`src/rtl/cpu_pkg.sv`:
```
// Shared definitions for the multi-cycle CPU: opcodes, PC update selects,
// fetch state encoding and the conditional-branch test.
package cpu_pkg;

    localparam logic [3:0] OP_NOOP = 4'd0;
    localparam logic [3:0] OP_LOD  = 4'd1;
    localparam logic [3:0] OP_STR  = 4'd2;
    localparam logic [3:0] OP_BRA  = 4'd4;
    localparam logic [3:0] OP_BRR  = 4'd5;
    localparam logic [3:0] OP_BNE  = 4'd6;
    localparam logic [3:0] OP_ALU  = 4'd8;
    localparam logic [3:0] OP_HLT  = 4'd15;

    typedef enum logic [1:0] {
        PC_SEQ  = 2'b00,
        PC_ABS  = 2'b01,
        PC_REL  = 2'b10,
        PC_COND = 2'b11
    } pc_sel_t;

    typedef enum logic {
        FETCH_IDLE = 1'b0,
        FETCH_REQ  = 1'b1
    } fetch_state_t;

    // A conditional branch is taken when none of the flags selected by MM are set.
    function automatic logic branch_taken(input logic [3:0] stat, input logic [3:0] mm);
        return (stat & mm) == 4'b0000;
    endfunction

endpackage

```
`src/rtl/fetch_unit_if.sv`:
```
// Instruction-memory read port: the fetch unit is the master, memory the slave.
interface fetch_unit_if #(
    parameter int PC_W = 16
);
    logic            IMEM_REQ;
    logic [PC_W-1:0] IMEM_ADDR;
    logic            IMEM_ACK;
    logic [31:0]     IMEM_RDATA;

    modport master (
        output IMEM_REQ,
        output IMEM_ADDR,
        input  IMEM_ACK,
        input  IMEM_RDATA
    );

    modport slave (
        input  IMEM_REQ,
        input  IMEM_ADDR,
        output IMEM_ACK,
        output IMEM_RDATA
    );
endinterface

```
`src/rtl/pc_next_calc.sv`:
```
// Next-PC computation for sequential, absolute, relative and conditional updates.
// Kept standalone so a future branch predictor can reuse it.
module pc_next_calc
    import cpu_pkg::*;
#(
    parameter int PC_W = 16
) (
    input  logic [PC_W-1:0] pc,
    input  pc_sel_t         pc_sel,
    input  logic [PC_W-1:0] imm,
    input  logic [3:0]      stat,
    input  logic [3:0]      mm,
    output logic [PC_W-1:0] next_pc
);

    logic [PC_W-1:0] pc_inc;
    logic [PC_W-1:0] pc_rel;

    // IMM is already PC_W wide, so adding it modulo 2^PC_W is the signed offset.
    assign pc_inc = pc + PC_W'(1);
    assign pc_rel = pc + imm;

    always_comb begin
        next_pc = pc_inc;
        unique case (pc_sel)
            PC_SEQ:  next_pc = pc_inc;
            PC_ABS:  next_pc = imm;
            PC_REL:  next_pc = pc_rel;
            PC_COND: next_pc = branch_taken(stat, mm) ? pc_rel : pc_inc;
        endcase
    end

endmodule

```
`src/rtl/fetch_unit.sv`:
```
// Instruction fetch stage: owns the PC, fetches over the IMEM req/ack port
// and holds the instruction register feeding the control FSM.
module fetch_unit
    import cpu_pkg::*;
#(
    parameter int              PC_W     = 16,
    parameter logic [PC_W-1:0] RESET_PC = '0
) (
    input  logic            CLK,
    input  logic            RST_F,
    input  logic            FETCH_EN,
    input  logic            PC_WE,
    input  logic [1:0]      PC_SEL,
    input  logic [3:0]      STAT,
    fetch_unit_if.master    imem,
    output logic [31:0]     IR,
    output logic [3:0]      OPCODE,
    output logic [3:0]      MM,
    output logic [PC_W-1:0] IMM,
    output logic            IR_VALID,
    output logic            BUSY,
    output logic [PC_W-1:0] PC
);

    fetch_state_t    state;
    fetch_state_t    state_next;
    logic            fetch_start;
    logic            fetch_done;
    logic [PC_W-1:0] fa;
    logic [PC_W-1:0] pc_next;

    always_ff @(posedge CLK or negedge RST_F) begin
        if (!RST_F) begin
            state <= FETCH_IDLE;
        end else begin
            state <= state_next;
        end
    end

    // Request is decoded from the state so an async reset drops it immediately.
    always_comb begin
        state_next  = state;
        fetch_start = 1'b0;
        fetch_done  = 1'b0;
        unique case (state)
            FETCH_IDLE: begin
                if (FETCH_EN) begin
                    fetch_start = 1'b1;
                    state_next  = FETCH_REQ;
                end
            end
            FETCH_REQ: begin
                if (imem.IMEM_ACK) begin
                    fetch_done = 1'b1;
                    state_next = FETCH_IDLE;
                end
            end
        endcase
    end

    assign imem.IMEM_REQ  = (state == FETCH_REQ);
    assign imem.IMEM_ADDR = fa;
    assign BUSY           = (state == FETCH_REQ);

    // FA captures the pre-update PC so later PC writes cannot disturb a fetch.
    always_ff @(posedge CLK or negedge RST_F) begin
        if (!RST_F) begin
            fa       <= RESET_PC;
            IR       <= '0;
            IR_VALID <= 1'b0;
        end else begin
            if (fetch_start) begin
                fa       <= PC;
                IR_VALID <= 1'b0;
            end
            if (fetch_done) begin
                IR       <= imem.IMEM_RDATA;
                IR_VALID <= 1'b1;
            end
        end
    end

    assign OPCODE = IR[31:28];
    assign MM     = IR[27:24];
    assign IMM    = IR[PC_W-1:0];

    pc_next_calc #(
        .PC_W (PC_W)
    ) u_pc_next_calc (
        .pc      (PC),
        .pc_sel  (pc_sel_t'(PC_SEL)),
        .imm     (IMM),
        .stat    (STAT),
        .mm      (MM),
        .next_pc (pc_next)
    );

    always_ff @(posedge CLK or negedge RST_F) begin
        if (!RST_F) begin
            PC <= RESET_PC;
        end else if (PC_WE) begin
            PC <= pc_next;
        end
    end

endmodule

```
`src/flat_wrapper.sv`:
```
// flat-port wrapper written by rule: the top's interface ports become plain ports
module fetch_unit_flat import cpu_pkg::*;
#(
    parameter int              PC_W     = 16,
    parameter logic [PC_W-1:0] RESET_PC = '0
)
  (CLK, RST_F, FETCH_EN, PC_WE, PC_SEL, STAT, IR, OPCODE, MM, IMM, IR_VALID, BUSY, PC, imem_IMEM_REQ, imem_IMEM_ADDR, imem_IMEM_ACK, imem_IMEM_RDATA);
  fetch_unit_if #(.PC_W(PC_W)) imem_i ();
  input  logic CLK;
  input  logic RST_F;
  input  logic FETCH_EN;
  input  logic PC_WE;
  input  logic [1:0] PC_SEL;
  input  logic [3:0] STAT;
  output logic [31:0] IR;
  output logic [3:0] OPCODE;
  output logic [3:0] MM;
  output logic [PC_W-1:0] IMM;
  output logic IR_VALID;
  output logic BUSY;
  output logic [PC_W-1:0] PC;
  output wire logic [$bits(imem_i.IMEM_REQ)-1:0] imem_IMEM_REQ;
  output wire logic [$bits(imem_i.IMEM_ADDR)-1:0] imem_IMEM_ADDR;
  input wire logic [$bits(imem_i.IMEM_ACK)-1:0] imem_IMEM_ACK;
  input wire logic [$bits(imem_i.IMEM_RDATA)-1:0] imem_IMEM_RDATA;
  assign imem_IMEM_REQ = imem_i.IMEM_REQ;
  assign imem_IMEM_ADDR = imem_i.IMEM_ADDR;
  assign imem_i.IMEM_ACK = imem_IMEM_ACK;
  assign imem_i.IMEM_RDATA = imem_IMEM_RDATA;
  fetch_unit #(.PC_W(PC_W), .RESET_PC(RESET_PC)) u_core (.CLK(CLK), .RST_F(RST_F), .FETCH_EN(FETCH_EN), .PC_WE(PC_WE), .PC_SEL(PC_SEL), .STAT(STAT), .imem(imem_i), .IR(IR), .OPCODE(OPCODE), .MM(MM), .IMM(IMM), .IR_VALID(IR_VALID), .BUSY(BUSY), .PC(PC));
endmodule
```
`config.mk`:
```
export PLATFORM = sky130hd
export DESIGN_NAME = fetch_unit_flat
export DESIGN_NICKNAME = d
export VERILOG_FILES = /design/src/rtl/cpu_pkg.sv /design/src/rtl/fetch_unit_if.sv /design/src/rtl/pc_next_calc.sv /design/src/rtl/fetch_unit.sv /design/src/flat_wrapper.sv
export SDC_FILE = /design/constraint.sdc
export NUM_CORES = 1
export LEC_CHECK = 0
export ABC_AREA = 0
export CAP_MARGIN = 40
export CELL_PAD_IN_SITES_DETAIL_PLACEMENT = 1
export CELL_PAD_IN_SITES_GLOBAL_PLACEMENT = 2
export CORE_MARGIN = 5
export CORE_UTILIZATION = 30
export CTS_CLUSTER_DIAMETER = 50
export CTS_CLUSTER_SIZE = 10
export DETAILED_ROUTE_END_ITERATION = 8
export PLACE_DENSITY_LB_ADDON = 0.1
export SLEW_MARGIN = 10
export SYNTH_ARGS = -nofsm -noshare
export SYNTH_HDL_FRONTEND = slang
export SYNTH_SLANG_ARGS = --single-unit
```
`constraint.sdc`:
```
create_clock -name CLK -period 4.1 [get_ports CLK]
set_input_delay 0.82 -clock CLK [delete_from_list [all_inputs] [get_ports CLK]]
set_output_delay 0.82 -clock CLK [all_outputs]
set_load 0.005 [all_outputs]
```
==> parameters.txt <==
Parameter                              Value

Global routing
  Number of antenna violations at the first check in global routing ... 0
  GR Overflow Total ... 0
  Global-route wire length before repair ... 20600 µm
  Pin count of the biggest net entering global routing ... 51
  Global router's overall resource usage ... 16.5%
  Vias in the first global route ... 3774

Clock tree
  TritonCTS Buffers ... 9
  Number of setup buffers added after CTS ... 0
  Clock slew at reported path FFs ... 50 ps
  Hold-fix buffer count after cts ... 0
  CTS sink cnt ... 66
  Quantity of gates resized following cts ... 0
  Clock network latency to the later pin of the worst-skew pair ... 330 ps
  Clock tree from TritonCTS ... built
  Bufs on Longest Clock Path ... 2
  CTS HTree Levels ... 3
  CTS Root Cell ... clkbuf_16

Hold path
  Min-Delay Path Class ... in -> async

STA
  Setup repair after global routing missed its margin ... no
  Final hold vios ... 0
  Pins Over Slew Limit ... 0
  Max-Slew Margin vs Limit ... 47.2%
  WHS ... 358 ps
  Worst-margin pin slew ... 791 ps
  Final setup vio count ... 0
  Timing-limited maximum frequency ... 362 MHz
  Worst-case setup margin in the final layout ... 1340 ps
  Crit path time final ... 2760 ps
  Sum of negative setup slack ... 0 ps
  Final period util ... 67.3%
  Final Skew ... 4.68 ps

Layout
  Post-layout net count ... 556
  Leading cell type in the layout, fill and taps excluded ... clkdlybuf4s50_1
  Count of antenna diodes in the layout ... 0
  Number of fill cells ... 1424
  Area grow syn2layout ... 42.2%
  Post-Route Utilization ... 43.9%
  Commonest non-fill, non-tap cells in the layout ... clkdlybuf4s50_1, dfrtp_1, mux2_2, nand2_1
  Share of layout cells above drive strength 1 ... 15.0%

Place
  I/O Buffers ... 133
  Post-placement worst setup slack ... 985 ps
  Gpl congestion ... 0.774
  DP Wirelength ... 9640 µm

Power and ir drop
  Leakage power of the design ... 2.26 nW
  Total power ... 3.90 mW
  Worst vdd ir ... 333 µV
  Total power density per cell area ... 696 nW/µm²

Outcome
  Status ... finished clean

Drt
  Routed WL ... 12500 µm
  Antenna viol nets, final ... 0
  DRC errors left ... 0
  Via-to-Cell Ratio ... 5.05
  First-pass detailed-route iteration total ... 4
  Average detailed-routed wire length per instance ... 18.6 µm
  Vias after detailed routing ... 3400
  Count of routing violations after the opening detailed-route iteration ... 89

Yosys
  Mapped cell area ... 3940 µm²
  Main flop type after synthesis ... dfrtp_1
  Post-Synthesis Cells ... 384
  FFs w/ async S/R, synth ... 100%
  Syn Nets ... 444
  Count of unique library cells instantiated by Yosys ... 55
  Yosys warning total ... 0
  Flops & latches, synth ... 66
  Post-synthesis sequential area ratio ... 41.9%
  Per-instance average area after synthesis ... 10.3 µm²
  Post-synth EDFFs ... 0

Floorplanning
  Num rows ... 41
  Floorplan die width ... 125 µm
  Ports placed on the boundary ... 134
  Effective utilization at floorplan ... 30.9%
  Area inside the core boundary ... 12800 µm²
  Die outline area ... 15500 µm²
  Die boundary height ... 125 µm

Setup path
  Crit path launch type ... input pin
  Cell breakdown of the critical path ... clkdlybuf4s50_1, mux2_2, nor2_1, a311oi_1, nand4_1
  Max FO, Critical Path ... 24
  CP max stage cell ... clkdlybuf4s50_1
  Data required time of the critical path ... 4370 ps
  Arr. time, crit path ... 3030 ps
  CP endpoint kind ... flip-flop
  Crit path largest cell delay ... 820 ps
  Category of the most critical setup path ... in -> reg

Flow run
  Max-Cap Viols ... 0
==> critical path: cells and delay by family <==
family                 cells  cell delay, ps
buffers and inverters      1             820
AND/OR/NAND/NOR            2             620
multiplexers               1             600
AO/OA/AOI/OAI              1             160
==> cells in the mapped netlist (2+ instances only) <==
cell	instances	area share [%]
mux2_2	48	14
o211ai_1	3	0.57
o31ai_1	2	0.38
nor2_1	18	1.7
nor4_1	3	0.48
nand3b_1	2	0.38
o211a_1	2	0.51
ha_1	16	5.1
or2_2	2	0.32
a22oi_1	6	1.1
buf_2	2	0.25
xnor2_1	6	1.3
a31oi_1	3	0.48
or4_1	2	0.38
and3_1	6	0.95
dfrtp_1	66	42
nor2b_1	7	1.1
xor2_1	6	1.3
nand2_1	29	2.8
nor3_1	4	0.51
buf_4	25	4.8
o21ai_0	13	1.7
a211oi_1	4	0.76
inv_1	10	0.95
o21a_1	3	0.57
a22o_1	2	0.44
buf_1	3	0.29
o41ai_1	5	1.1
nand3_1	6	0.76
o21ai_1	20	2.5
nand2b_1	3	0.48
a21oi_1	20	2.5
nand4_1	4	0.63
o22ai_1	5	0.79
clkbuf_1	6	0.57
o221ai_1	3	0.67
==> per-stage QoR <==
stage / instances / area (µm²)
floorplan: 384 / 3940
global placement: 655 / 5270
detailed placement: 657 / 5310
CTS: 673 / 5610
global route: 673 / 5610
finish: 673 / 5610
==> cells by family (layout without fill, tap and decap cells) <==
family / Yosys count / after routing / share of synthesized area, %
buf+inv: 47 / 164 / 7.11
flops: 66 / 66 / 41.9
compound gates: 98 / 98 / 16.0
xor+xnor: 12 / 12 / 2.67
mux: 49 / 49 / 14.0
fa+ha+maj: 17 / 17 / 5.59
simple gates: 95 / 95 / 12.8
==> state kept, by name, indices dropped and copies added (netlist names) <==
signal and cells:
u_core.BUSY 1, u_core.IR_VALID 1, u_core.imem.IMEM_ADDR 16, u_core.PC 16, u_core.IR 32
==> metal layers <==
| layer | wire length, µm | GRT usage (%) | vias to the layer above |
|---|---|---|---|
| met2 | 6390 | 28.7 | 70 |
| met5 | 0 | 0 | - |
| met1 | 5500 | 19.8 | 1700 |
| met4 | 106 | 4.06 | 0 |
| met3 | 530 | 5.06 | 6 |
| li1 | - | - | 1624 |
==> layout make-up <==
cell class / count / area, µm² / area share, %
Clock buffer: 14 / 264 / 4.71
Clock inverter: 2 / 35.0 / 0.625
Inverter: 10 / 37.5 / 0.669
Multi-Input combinational cell: 271 / 2010 / 35.9
Sequential cell: 66 / 1650 / 29.5
Tap cell: 172 / 215 / 3.84
Timing Repair Buffer: 138 / 1390 / 24.9
==> path summary, 6_finish.rpt <==
| kind | from | to | slack (ps) | cells past startpoint |
|---|---|---|---|---|
| max reg2reg | u_core.PC[0] | u_core.PC[14] | 1610 | 10 |
| max | PC_SEL[1] | u_core.PC[15] | 1340 | 5 |
| min in group CLK | u_core.imem.IMEM_ADDR[1] | u_core.imem.IMEM_ADDR[1] | 500 | 2 |
| min | RST_F | u_core.imem.IMEM_ADDR[3] | 360 | 1 |
| max in group asynchronous | RST_F | u_core.imem.IMEM_ADDR[13] | 3200 | 2 |
| min reg2reg | u_core.imem.IMEM_ADDR[1] | u_core.imem.IMEM_ADDR[1] | 500 | 2 |
==> where the power goes <==
part | switching [mW] | leakage (nW) | total, mW | internal, mW
logic | 0.846 | 1.33 | 1.94 | 1.09
clock network | 0.276 | 0.147 | 0.780 | 0.503
registers | 0.302 | 0.788 | 1.19 | 0.884
Power figures use the tool's default switching activity.
